**config.mk**
```make
export PLATFORM = sky130hd
export DESIGN_NAME = uart_byte_fifo
export DESIGN_NICKNAME = d
export VERILOG_FILES = /design/src/rtl/uart_pkg.sv /design/src/rtl/uart_fifo_mem.sv /design/src/rtl/uart_byte_fifo.sv
export SDC_FILE = /design/constraint.sdc
export NUM_CORES = 1
export LEC_CHECK = 0
export CAP_MARGIN = 0
export CORE_ASPECT_RATIO = 0.6
export CORE_MARGIN = 1
export CORE_UTILIZATION = 45
export CTS_BUF_LIST = sky130_fd_sc_hd__clkbuf_4
export DETAILED_ROUTE_END_ITERATION = 8
export GPL_TIMING_DRIVEN = 0
export SLEW_MARGIN = 20
export SYNTH_ARGS = -nofsm -noshare
export SYNTH_HDL_FRONTEND = slang
export SYNTH_SLANG_ARGS = --single-unit
```
**constraint.sdc**
```tcl
create_clock -name i_Clock -period 3.7 [get_ports i_Clock]
set_clock_uncertainty 0.05 [all_clocks]
set_input_delay 0.74 -clock i_Clock [delete_from_list [all_inputs] [get_ports i_Clock]]
set_output_delay 0.74 -clock i_Clock [all_outputs]
set_load 0.02 [all_outputs]
```
**src/rtl/uart_pkg.sv**
```systemverilog
// Shared constants and launch-FSM encoding for the UART loopback byte FIFO.
package uart_pkg;

  localparam int FIFO_DEPTH = 16;
  localparam int BYTE_W     = 8;

  typedef enum logic [1:0] {
    ST_IDLE   = 2'd0,
    ST_LAUNCH = 2'd1,
    ST_BUSY   = 2'd2
  } launch_state_t;

endpackage

```
**src/rtl/uart_fifo_mem.sv**
```systemverilog
// DEPTH x 8 byte storage: synchronous write port, asynchronous read at rd_addr.
module uart_fifo_mem
  import uart_pkg::*;
#(
  parameter int DEPTH = FIFO_DEPTH,
  parameter int PTR_W = $clog2(DEPTH)
) (
  input  logic              clk,
  input  logic              wr_en,
  input  logic [PTR_W-1:0]  wr_addr,
  input  logic [BYTE_W-1:0] wr_data,
  input  logic [PTR_W-1:0]  rd_addr,
  output logic [BYTE_W-1:0] rd_data
);

  logic [BYTE_W-1:0] mem_reg [DEPTH];

  always_ff @(posedge clk) begin
    if (wr_en) begin
      mem_reg[wr_addr] <= wr_data;
    end
  end

  assign rd_data = mem_reg[rd_addr];

endmodule

```
**src/rtl/uart_byte_fifo.sv**
```systemverilog
// Byte FIFO between UART RX and TX with a launch FSM issuing one TX strobe per byte.
// Optional saturating drop counter enabled by defining UART_FIFO_DROP_CNT_EN.
module uart_byte_fifo
  import uart_pkg::*;
#(
  parameter int DEPTH = FIFO_DEPTH,
  parameter int CNT_W = $clog2(DEPTH) + 1
) (
  input  logic             i_Clock,
  input  logic             i_Rst_L,
  input  logic             i_Wr_DV,
  input  logic [7:0]       i_Wr_Byte,
  input  logic             i_TX_Active,
  input  logic             i_TX_Done,
  output logic             o_TX_DV,
  output logic [7:0]       o_TX_Byte,
  output logic [CNT_W-1:0] o_Count,
  output logic             o_Empty,
  output logic             o_Full,
  output logic             o_Overflow,
  output logic [7:0]       o_Drop_Count
);

  localparam int PTR_W = $clog2(DEPTH);

  launch_state_t     state_reg, state_next;
  logic [PTR_W-1:0]  wr_ptr_reg, rd_ptr_reg;
  logic [CNT_W-1:0]  count_reg, count_next;
  logic              empty_reg, full_reg;
  logic              overflow_reg;
  logic [7:0]        tx_byte_reg;
  logic [7:0]        rd_data;
  logic              pop, push, drop;

  // Pop eligibility uses the registered empty flag, so a push into an empty
  // FIFO can never be popped in the same cycle.
  assign pop  = (state_reg == ST_IDLE) && !empty_reg && !i_TX_Active;
  assign push = i_Wr_DV && (!full_reg || pop);
  assign drop = i_Wr_DV && full_reg && !pop;

  uart_fifo_mem #(
    .DEPTH (DEPTH),
    .PTR_W (PTR_W)
  ) u_mem (
    .clk     (i_Clock),
    .wr_en   (push),
    .wr_addr (wr_ptr_reg),
    .wr_data (i_Wr_Byte),
    .rd_addr (rd_ptr_reg),
    .rd_data (rd_data)
  );

  always_ff @(posedge i_Clock or negedge i_Rst_L) begin
    if (!i_Rst_L) begin
      state_reg <= ST_IDLE;
    end else begin
      state_reg <= state_next;
    end
  end

  always_comb begin
    state_next = state_reg;
    case (state_reg)
      ST_IDLE:   if (pop) state_next = ST_LAUNCH;
      ST_LAUNCH: state_next = ST_BUSY;
      ST_BUSY:   if (i_TX_Done) state_next = ST_IDLE;
      default:   state_next = ST_IDLE;
    endcase
  end

  // Decoded from the state register only, so the strobe falls with reset.
  always_comb begin
    o_TX_DV = 1'b0;
    if (state_reg == ST_LAUNCH) begin
      o_TX_DV = 1'b1;
    end
  end

  always_comb begin
    count_next = count_reg;
    case ({push, pop})
      2'b10:   count_next = count_reg + CNT_W'(1);
      2'b01:   count_next = count_reg - CNT_W'(1);
      default: count_next = count_reg;
    endcase
  end

  always_ff @(posedge i_Clock or negedge i_Rst_L) begin
    if (!i_Rst_L) begin
      wr_ptr_reg   <= '0;
      rd_ptr_reg   <= '0;
      count_reg    <= '0;
      empty_reg    <= 1'b1;
      full_reg     <= 1'b0;
      overflow_reg <= 1'b0;
      tx_byte_reg  <= 8'h00;
    end else begin
      count_reg    <= count_next;
      empty_reg    <= (count_next == '0);
      full_reg     <= (count_next == CNT_W'(DEPTH));
      overflow_reg <= drop;
      if (push) begin
        wr_ptr_reg <= wr_ptr_reg + PTR_W'(1);
      end
      if (pop) begin
        rd_ptr_reg  <= rd_ptr_reg + PTR_W'(1);
        tx_byte_reg <= rd_data;
      end
    end
  end

`ifdef UART_FIFO_DROP_CNT_EN
  logic [7:0] drop_cnt_reg;

  always_ff @(posedge i_Clock or negedge i_Rst_L) begin
    if (!i_Rst_L) begin
      drop_cnt_reg <= 8'h00;
    end else if (drop && (drop_cnt_reg != 8'hFF)) begin
      drop_cnt_reg <= drop_cnt_reg + 8'd1;
    end
  end

  assign o_Drop_Count = drop_cnt_reg;
`else
  assign o_Drop_Count = 8'h00;
`endif

  assign o_TX_Byte  = tx_byte_reg;
  assign o_Count    = count_reg;
  assign o_Empty    = empty_reg;
  assign o_Full     = full_reg;
  assign o_Overflow = overflow_reg;

endmodule
```
# Word-level counts from Yosys, hierarchy flattened

Memory sizes are Yosys's and may differ from the RTL's. A register that Yosys moved wholly into a read port is not among the register bits.
Index checks and enable logic that the tools add are counted.

Register bits: 18
Latch bits: 0
Memory bits (writable): 128
Memory bits (read-only): 0
Output and inout port bits: 25
Memories: 1

$add $sub $neg: 4
$mul: 0
Div/mod/pow operators: 0
$lt $le $gt $ge: 0
Eq/ne operators: 7
Shift-type cells: 0
Mux-type cells: 7
Bitwise logic cells: 0
Reduce and logical (&&, ||, !) cells: 14

Memories:

| memory        | depth | width | read ports | clocked after Yosys merged registers in | write ports | RTL line            | RTL |
|---|---|---|---|---|---|---|---|
| u_mem.mem_reg | 16    | 8     | 1          | 1                                       | 1           | uart_fifo_mem.sv:16 | `logic [BYTE_W-1:0] mem_reg [DEPTH];` |

Operators with widths:

| kind                                             | number |
|---|---|
| case mux 5 bit (2 select lines)                  | 1 |
| adder 4 x 1 -> 4 bit, second input constant      | 2 |
| case mux 2 bit (3 select lines)                  | 1 |
| adder 5 x 1 -> 5 bit, second input constant      | 1 |
| == test 5 bit, second input constant             | 1 |
| logical AND 1 bit                                | 5 |
| zero test 1 bit                                  | 5 |
| zero test 5 bit                                  | 1 |
| subtractor 5 x 1 -> 5 bit, second input constant | 1 |
| == test 2 x 1 -> 1 bit, second input constant    | 2 |
| == test 2 bit, second input constant             | 2 |
| two-way mux 2 bit                                | 2 |
| inequality test 2 bit, second input constant     | 2 |
| two-way mux 1 bit                                | 3 |
| zero test 2 bit                                  | 1 |
| AND reduction 2 bit                              | 1 |
| logical OR 1 bit                                 | 1 |

# Longest topological paths before layout

Gate-level depths: netlist (run 1).

Depth after elaboration: 8
Depth in mapped cells: 13

# Hierarchy

Synthesis (run 1) repeated with hierarchy kept, for this count alone.

Cell total of the unflattened synthesis: 348
Area, all modules: 6,286.0 µm²

Modules (own cells, without submodules):

| module         | instances | cells each | area an instance (µm²) |
|---|---|---|---|
| uart_fifo_mem  | 1         | 221        | 4,987.3 |
| uart_byte_fifo | 1         | 127        | 1,298.7 |

# Worst setup path before layout (run 1)

No wires, ideal clock.

Path type: input -> register
Start point: in i_TX_Active
End point: reg full_reg (netlist: o_Full)
Arrival time: 3.131 ns
Path slack: 0.431 ns
Stages on the path: 13
Path buffers: 2
Cells stage by stage: or4_1 clkbuf_1 a21boi_4 inv_1 ha_1 buf_2 xor2_1 ha_1 a21oi_1 xnor2_1 nor4bb_1 a21oi_1 nor3b_1

Cells in the longest elaborated chain, start to end: 7
Elaborated cells on any way between the ends: 8

Ends and longest elaborated chain:

| item                                                           | RTL line              | RTL |
|---|---|---|
| from (decl)                                                    | uart_byte_fifo.sv:13  | `input logic i_TX_Active,` |
| zero test 1 bit (*)                                            | uart_byte_fifo.sv:37  | `assign pop = (state_reg == ST_IDLE) && !empty_reg && !i_TX_Active;` |
| logical AND 1 bit (*)                                          | uart_byte_fifo.sv:37  |  |
| logical OR 1 bit                                               | uart_byte_fifo.sv:38  | `assign push = i_Wr_DV && (!full_reg \|\| pop);` |
| logical AND 1 bit                                              | uart_byte_fifo.sv:38  |  |
| == test 2 x 1 -> 1 bit / == test 2 bit (equally long branches) | uart_byte_fifo.sv:81  | `case ({push, pop})` |
| case mux 5 bit (2 select lines) (*)                            | uart_byte_fifo.sv:81  |  |
| == test 5 bit (*)                                              | uart_byte_fifo.sv:100 | `full_reg <= (count_next == CNT_W'(DEPTH));` |
| to (signal assigned)                                           | uart_byte_fifo.sv:100 |  |
| to (decl)                                                      | uart_byte_fifo.sv:29  | `logic empty_reg, full_reg;` |

Mark *: on every way between the ends. The rest lies on a longest branch, timed or not.
A chain may end at the register's enable or synchronous reset.

# Final worst setup path (run 1)

Start point: in i_TX_Active
End point: reg empty_reg (netlist: o_Empty)

Cells in the longest elaborated chain, start to end: 7
Elaborated cells on any way between the ends: 8

Ends and longest elaborated chain:

| item                                                           | RTL line             | RTL |
|---|---|---|
| zero test 1 bit (*)                                            | uart_byte_fifo.sv:37 |  |
| logical AND 1 bit (*)                                          | uart_byte_fifo.sv:37 |  |
| named net pop                                                  | uart_byte_fifo.sv:33 | `logic pop, push, drop;` |
| logical OR 1 bit                                               | uart_byte_fifo.sv:38 |  |
| logical AND 1 bit                                              | uart_byte_fifo.sv:38 |  |
| == test 2 x 1 -> 1 bit / == test 2 bit (equally long branches) | uart_byte_fifo.sv:81 |  |
| case mux 5 bit (2 select lines) (*)                            | uart_byte_fifo.sv:81 |  |
| named net count_next[4]                                        | uart_byte_fifo.sv:28 | `logic [CNT_W-1:0] count_reg, count_next;` |
| zero test 5 bit (*)                                            | uart_byte_fifo.sv:99 | `empty_reg <= (count_next == '0);` |
| to (signal assigned)                                           | uart_byte_fifo.sv:99 |  |
| to (decl)                                                      | uart_byte_fifo.sv:29 |  |

The timed path passes the listed nets; every way through them passes the cells marked *.

==> run metrics, run 1 <==
Arr. time, crit path about 3.7 ns; Initial Util about 47%; CTS tree yes; DP HPWL about 8500 µm; Final Cycle Share between 90% and 100%; largest net degree at the start of global routing 27; final-layout fill cell count 1056; clk root buf clkbuf_4; Syn Area/Cell approximately 18 µm²; compound-cell area share of the yosys netlist under 10%; slowest CP cell clkdlybuf4s50_1; DRC 0; die width 154 µm; area of the core 13200 µm²; largest family of logic cells by synthesized area multiplexers; Final Slew Violations 0; most used cell, CP ha_1; Required @ worst endpoint 4.07 ns; R2R Path End o_Empty; worst setup path class in -> reg; Max IR drop VDD roughly 270 µV; first-pass GRT wire length 19300 µm; Total Power between 5 and 6 mW; port bufs 29; DR WL/cell around 22 µm; final instance area 7080 µm²; r2r setup slk roughly 0.45 ns; CP peak stage delay approximately 0.39 ns; Leak Pwr roughly 2.4 nW; fin nets about 420; Hold Buf Count CTS 0; Synth Area in XOR/XNOR ~1.5%; M1 GR Usage between 20 and 30%; hold crit path type in -> async; die area ~14000 µm²; achievable clock frequency roughly 300 MHz; layout cell share with drive strength beyond 1 a little over a fifth; Final ANT Viol Nets 0; max cap viols 0; Vias/cell about 5.5; #FFs+latches synth ~150; RePlAce Congestion approximately 0.77; # setup viols final 0; post-synthesis mux area share approximately 14%; Critical Path End Type register; Worst Tran Pin Value roughly 1.0 ns; Tmin final 3.34 ns; num rows 32; worst r2r src state_reg[0]; Post-Synth Simple-Gate Area just under 5%; sequential share of the synthesized area roughly 72%; worst-path fanout max 9; Startpoint Class input port; GRT Total Usage 19.2%; DP Area between 6000 and 7000 µm²; Longest Clk Path Bufs 2; status complete, no violations; CTS H-tree lvls 4; Post-Syn Area between 6000 and 7000 µm²; Die Y 93.1 µm; PostCTS Resize Cnt 0; Netlist cell types 40; routing usage on met2 around 27%; I/O pin cnt 38; max reg flops roughly 130; clock slew at reported path FFs approximately 0.12 ns; Cells after Synth approximately 350; First-pass DRT Iterations 5; unrepaired setup endpoints after global routing no; GRT overflow 0; initial antenna violation count 0; CTS Buf Count 17; gr busiest metal met1; post-route worst setup slack around 0.36 ns; clock sinks 154; DP Worst Slack -0.356 ns; drt total wl 12600 µm; Ant. Diodes 0; reg2reg path depth 12; final hold violation count 0; worst-skew pair later-pin latency a little over 0.5 ns; adder and majority cell fraction of the synthesized area roughly 1.6%; via count 3201; Slew HR between 30% and 40%; Pwr Density around 740 nW/µm²; met3 usage 3.61%; vias in the first global route 3306; Yosys warning count 0; Cell Chain, Critical Path clkdlybuf4s50_1, or4_1, clkbuf_1, inv_1, ha_1, buf_2, xor2_1, ha_1, o21ai_0, a221oi_1, o211ai_1, xnor2_1, nor3_1; Area growth, synth to finish 13.6%; DRT iter0 DRCs around 180
-- cells in the final DEF, fill, tap and decap left out, types with 2 or more instances in the layout --
master and n:
edfxtp_1 128, mux4_2 32, clkdlybuf4s50_1 28, dfrtp_1 25, nor2_1 23, clkbuf_4 18, mux2i_1 16, nand2_1 12
o21ai_0 11, a21oi_1 10, buf_4 10, buf_2 9, xnor2_1 9, ha_1 8, conb_1 8, clkbuf_1 7
inv_1 5, nor2b_1 4, nand2b_1 4, nor3_2 4, clkinv_2 4, nor3b_1 3, buf_1 3, clkinvlp_4 3
bufinv_16 3, nor3_1 2, xor2_1 2, nand4_1 2, clkinv_4 2
-- worst max path at each step --
stage / start / end / slack [ns] / depth (start not counted)
after floorplan: i_TX_Active / o_Full / 0.43 / 13
after global placement: i_TX_Active / o_Empty / -0.33 / 14
after detailed placement: i_TX_Active / o_Empty / -0.36 / 14
after CTS: i_TX_Active / o_Empty / 0.20 / 14
after global routing: i_TX_Active / o_Empty / 0.05 / 13
final: i_TX_Active / o_Empty / 0.36 / 13
-- Yosys cell counts --
cell type  count  area share (%)
nand3_1        1           0.080
conb_1         1           0.060
o21a_1         1            0.12
and2_1         1            0.10
dfrtp_1       25              10
nand4_1        2            0.20
a221oi_1       1            0.14
o21ai_0       11            0.88
mux4_2        32              12
xnor2_1        9             1.3
a21boi_4       1            0.30
edfxtp_1     128              62
nor3_1         6            0.48
clkbuf_1       7            0.42
o221ai_1       1            0.14
nor2b_1        4            0.40
mux2_2         1            0.18
ha_1           8             1.6
inv_1          5            0.30
a31oi_1        1            0.10
a211o_1        1            0.14
a21oi_1       10            0.80
and3b_1        1            0.14
mux2i_1       16             2.6
nor2_1        23             1.4
or4_1          1            0.12
dfstp_2        1            0.42
o211ai_1       1            0.12
buf_4          8            0.96
xor2_1         2            0.28
nor3b_1        3            0.36
nand2_2        1            0.10
nand2b_1       4            0.40
and3_1         1            0.10
o22a_1         1            0.14
or2_2          1            0.10
nor4bb_1       1            0.16
buf_1          3            0.18
buf_2          8            0.64
nand2_1       12            0.72
-- per-layer routing --
layer / vias to the layer above / wire length (µm) / share of wire [%]
met3: 11 / 698 / 5.5
met1: 1659 / 6420 / 51
met5: - / 0 / 0
li1: 1438 / - / -
met4: 0 / 93 / 0.74
met2: 93 / 5370 / 43
-- timing repair --
item	in CTS	in global routing
setup endpoints to repair	0	2
endpoints found under the hold margin	0	0
buffers inserted	0	1
-- metrics by stage --
stage	TNS, ns	instances	hold slack (ns)	utilization, %
floorplan	0	352	0.394	-
finish	0	584	0.191	53.7
global route	0	584	0.205	53.7
global placement	-6.12	551	0.429	51.3
detailed placement	-0.835	552	0.435	51.5
CTS	0	583	0.189	53.7
-- final cells by class --
type	instances	area [µm²]	share of cell area, %
clock buffer	18	135	1.91
buffer	26	138	1.95
clock inverter	13	154	2.18
multi-input combinational	167	1620	22.9
tap	170	213	3.01
sequential	154	4500	63.5
timing repair buffer	31	300	4.24
inverter	5	18.8	0.265
-- report_power, final --
part | switching (mW) | total [mW] | internal [mW]
Sequential | 0.117 | 2.28 | 2.17
Combinational | 1.07 | 1.92 | 0.855
Clock | 0.586 | 1.05 | 0.467
Total | 1.77 | 5.26 | 3.49
-- critical path, delay by kind of cell --
family                     cells  cell delay [ns]
adders and majority gates      2             0.42
xor gates and xnor gates       2             0.34
AOI/OAI and AO/OA              3             0.53
and+or+nand+nor                2             0.66
buffers and inverters          4             1.04
-- cell families after synthesis --
logic type,after synthesis
AO/OA/AOI/OAI,29
XOR/XNOR,11
adder cells (fa/ha/maj),8
buffers and inverters,31
flip-flops,154
multiplexers,49
other,1
AND/OR/NAND/NOR,62
No activity file was read; power rests on OpenSTA's default activity.
==> run 2, diff against run 1 <==
CAP_MARGIN = unset   (was 0)
==> results of run 2 <==
Final layout, timing and power as in run 1 (identical DEF).
==> run 3, diff against run 2 <==
CTS_BUF_LIST = sky130_fd_sc_hd__clkbuf_8   (was sky130_fd_sc_hd__clkbuf_4)
CTS_CLUSTER_SIZE = 25   (was unset)
==> run 3 against run 2 <==
Net effect: maximum frequency fell by 3.8%; core utilization grew 0.78 points; total power rose by 4.0%; sequential share of layout area decreased by 0.91 points; non-clock buffer count unchanged; hold slack improved by 0.098 ns; critical path depth grew 1; first-iteration DRC count is 42% higher; combinational power is essentially flat; die area unchanged; design area increased by 1.4%; critical path type unchanged; largest cell class unchanged.
==> run metrics, run 3 (synthesis results as in run 1) <==
Area growth, synth to finish 15.3% (was 13.6%); Total Power 5.47 mW (was 5.26 mW); port bufs 29 (unchanged); Die Y 93.1 µm (unchanged); largest net degree at the start of global routing 27 (unchanged); unrepaired setup endpoints after global routing yes (was no); hold crit path type in -> async (unchanged); Hold Buf Count CTS 0 (unchanged); Vias/cell 5.46 (was 5.48); worst setup path class in -> reg (unchanged); post-route worst setup slack 0.224 ns (was 0.356 ns); die width 154 µm (unchanged); I/O pin cnt 38 (unchanged); CTS H-tree lvls 4 (unchanged); Final ANT Viol Nets 0 (unchanged); Final Cycle Share 93.9% (was 90.4%); most frequent cells in the layout edfxtp_1 (128), mux4_2 (32), clkdlybuf4s50_1 (28), dfrtp_1 (25), nor2_1 (23) (unchanged); Startpoint Class input port (unchanged); Slew HR 32.1% (was 31.5%); Pwr Density 762 nW/µm² (was 743 nW/µm²); DR WL/cell 21.6 µm (was 21.5 µm); clock slew at reported path FFs 0.08 ns (was 0.12 ns); RePlAce Congestion 0.765 (unchanged); num rows 32 (unchanged); worst-skew pair later-pin latency 0.42 ns (was 0.51 ns); Final Slew Violations 0 (unchanged); DP HPWL 8540 µm (unchanged); Leak Pwr 2.48 nW (was 2.44 nW); drt total wl 12600 µm (about the same); die area 14300 µm² (unchanged); fin nets 423 (unchanged); Initial Util 47.3% (unchanged); DRC 0 (unchanged); placed insts 552 (unchanged); achievable clock frequency 288 MHz (was 299 MHz); worst-path fanout max 9 (unchanged); DRT iter0 DRCs 251 (was 177); GRT overflow 0 (unchanged); First-pass DRT Iterations 5 (unchanged); max cap viols 0 (unchanged); final hold violation count 0 (unchanged); vias in the first global route 3352 (was 3306); hold_ws 0.289 ns (was 0.191 ns); clock sinks 154 (unchanged); status complete, no violations (unchanged); reg2reg path depth 13 (was 12); Longest Clk Path Bufs 2 (unchanged); # setup viols final 0 (unchanged); layout cell share with drive strength beyond 1 21.7% (unchanged); most common cell after layout, fill and taps aside edfxtp_1 (unchanged); Critical Path End Type register (unchanged); Max IR drop VDD 270 µV (was 275 µV); area of the core 13200 µm² (unchanged); clk root buf clkbuf_8 (was clkbuf_4); max reg flops 128 (unchanged); Worst Tran Pin Value 1.01 ns (was 1.02 ns); Core Util, Final 54.5% (was 53.7%); final-layout fill cell count 1043 (was 1056); CTS tree yes (unchanged); DP Worst Slack -0.356 ns (unchanged); Ant. Diodes 0 (unchanged); CTS Buf Count 17 (unchanged); first-pass GRT wire length 19400 µm (was 19300 µm); Arr. time, crit path 3.75 ns (was 3.71 ns); via count 3186 (was 3201); GRT Total Usage 19.4% (was 19.2%); initial antenna violation count 0 (unchanged); Required @ worst endpoint 3.97 ns (was 4.07 ns); final cell count without fillers 584 (unchanged); Tmin final 3.48 ns (was 3.34 ns)
==> run 3: path summary, 6_finish.rpt <==
path | startpoint | endpoint | slack [ns]
setup / recovery | i_TX_Active | o_Empty | 0.22
hold / removal | i_Rst_L | o_TX_Byte[4] | 0.29
setup reg to reg | state_reg[0] | o_Empty | 0.42
hold reg to reg | rd_ptr_reg[3] | rd_ptr_reg[3] | 0.45
max in group asynchronous | i_Rst_L | o_TX_Byte[2] | 2.88
min in group i_Clock | rd_ptr_reg[3] | rd_ptr_reg[3] | 0.45
==> run 3: worst max-delay path, cell delays in order <==
cell and delay, ns:
clkdlybuf4s50_1 0.39, or4_1 0.39, clkbuf_1 0.21, a21boi_4 0.20
inv_1 0.08, ha_1 0.17, buf_2 0.17, xor2_1 0.17
ha_1 0.22, a21oi_1 0.16, xnor2_1 0.15, nor4bb_1 0.32
a21oi_1 0.14, nor3_1 0.23
==> run 3: final cells by class <==
class	count	area (µm²)	area share, %
Sequential cell	154	4500	62.6
Clock buffer	17	234	3.26
Timing Repair Buffer	31	300	4.18
Multi-Input combinational cell	167	1620	22.6
Inverter	5	18.8	0.261
Tap cell	170	213	2.96
Clock inverter	14	158	2.20
Buffer	26	138	1.92
==> run 3: stage by stage <==
step	area (µm²)	setup TNS [ns]
floorplan	6250	0
global placement	6760	-6.12
detailed placement	6780	-0.835
CTS	7170	0
global route	7180	-0.0182
finish	7180	0
==> run 3: power breakdown <==
| group | internal, mW | switching, mW |
|---|---|---|
| registers | 2.17 | 0.117 |
| logic | 0.856 | 1.07 |
| clock network | 0.655 | 0.603 |
| total | 3.68 | 1.79 |
==> run 3: per-layer routing <==
layer / global-route usage, % / vias up / share of wire (%) / wire, µm
li1: - / 1436 / - / -
met1: 29.8 / 1651 / 51 / 6400
met2: 28.1 / 97 / 43 / 5470
met3: 3.89 / 2 / 5.5 / 694
met4: 5.58 / 0 / 0.25 / 32
met5: 0 / - / 0 / 0
==> run 3: repair_timing <==
item	in CTS	in global routing
buffers inserted	0	1
endpoints found under the setup margin	0	2
resized for setup	0	1
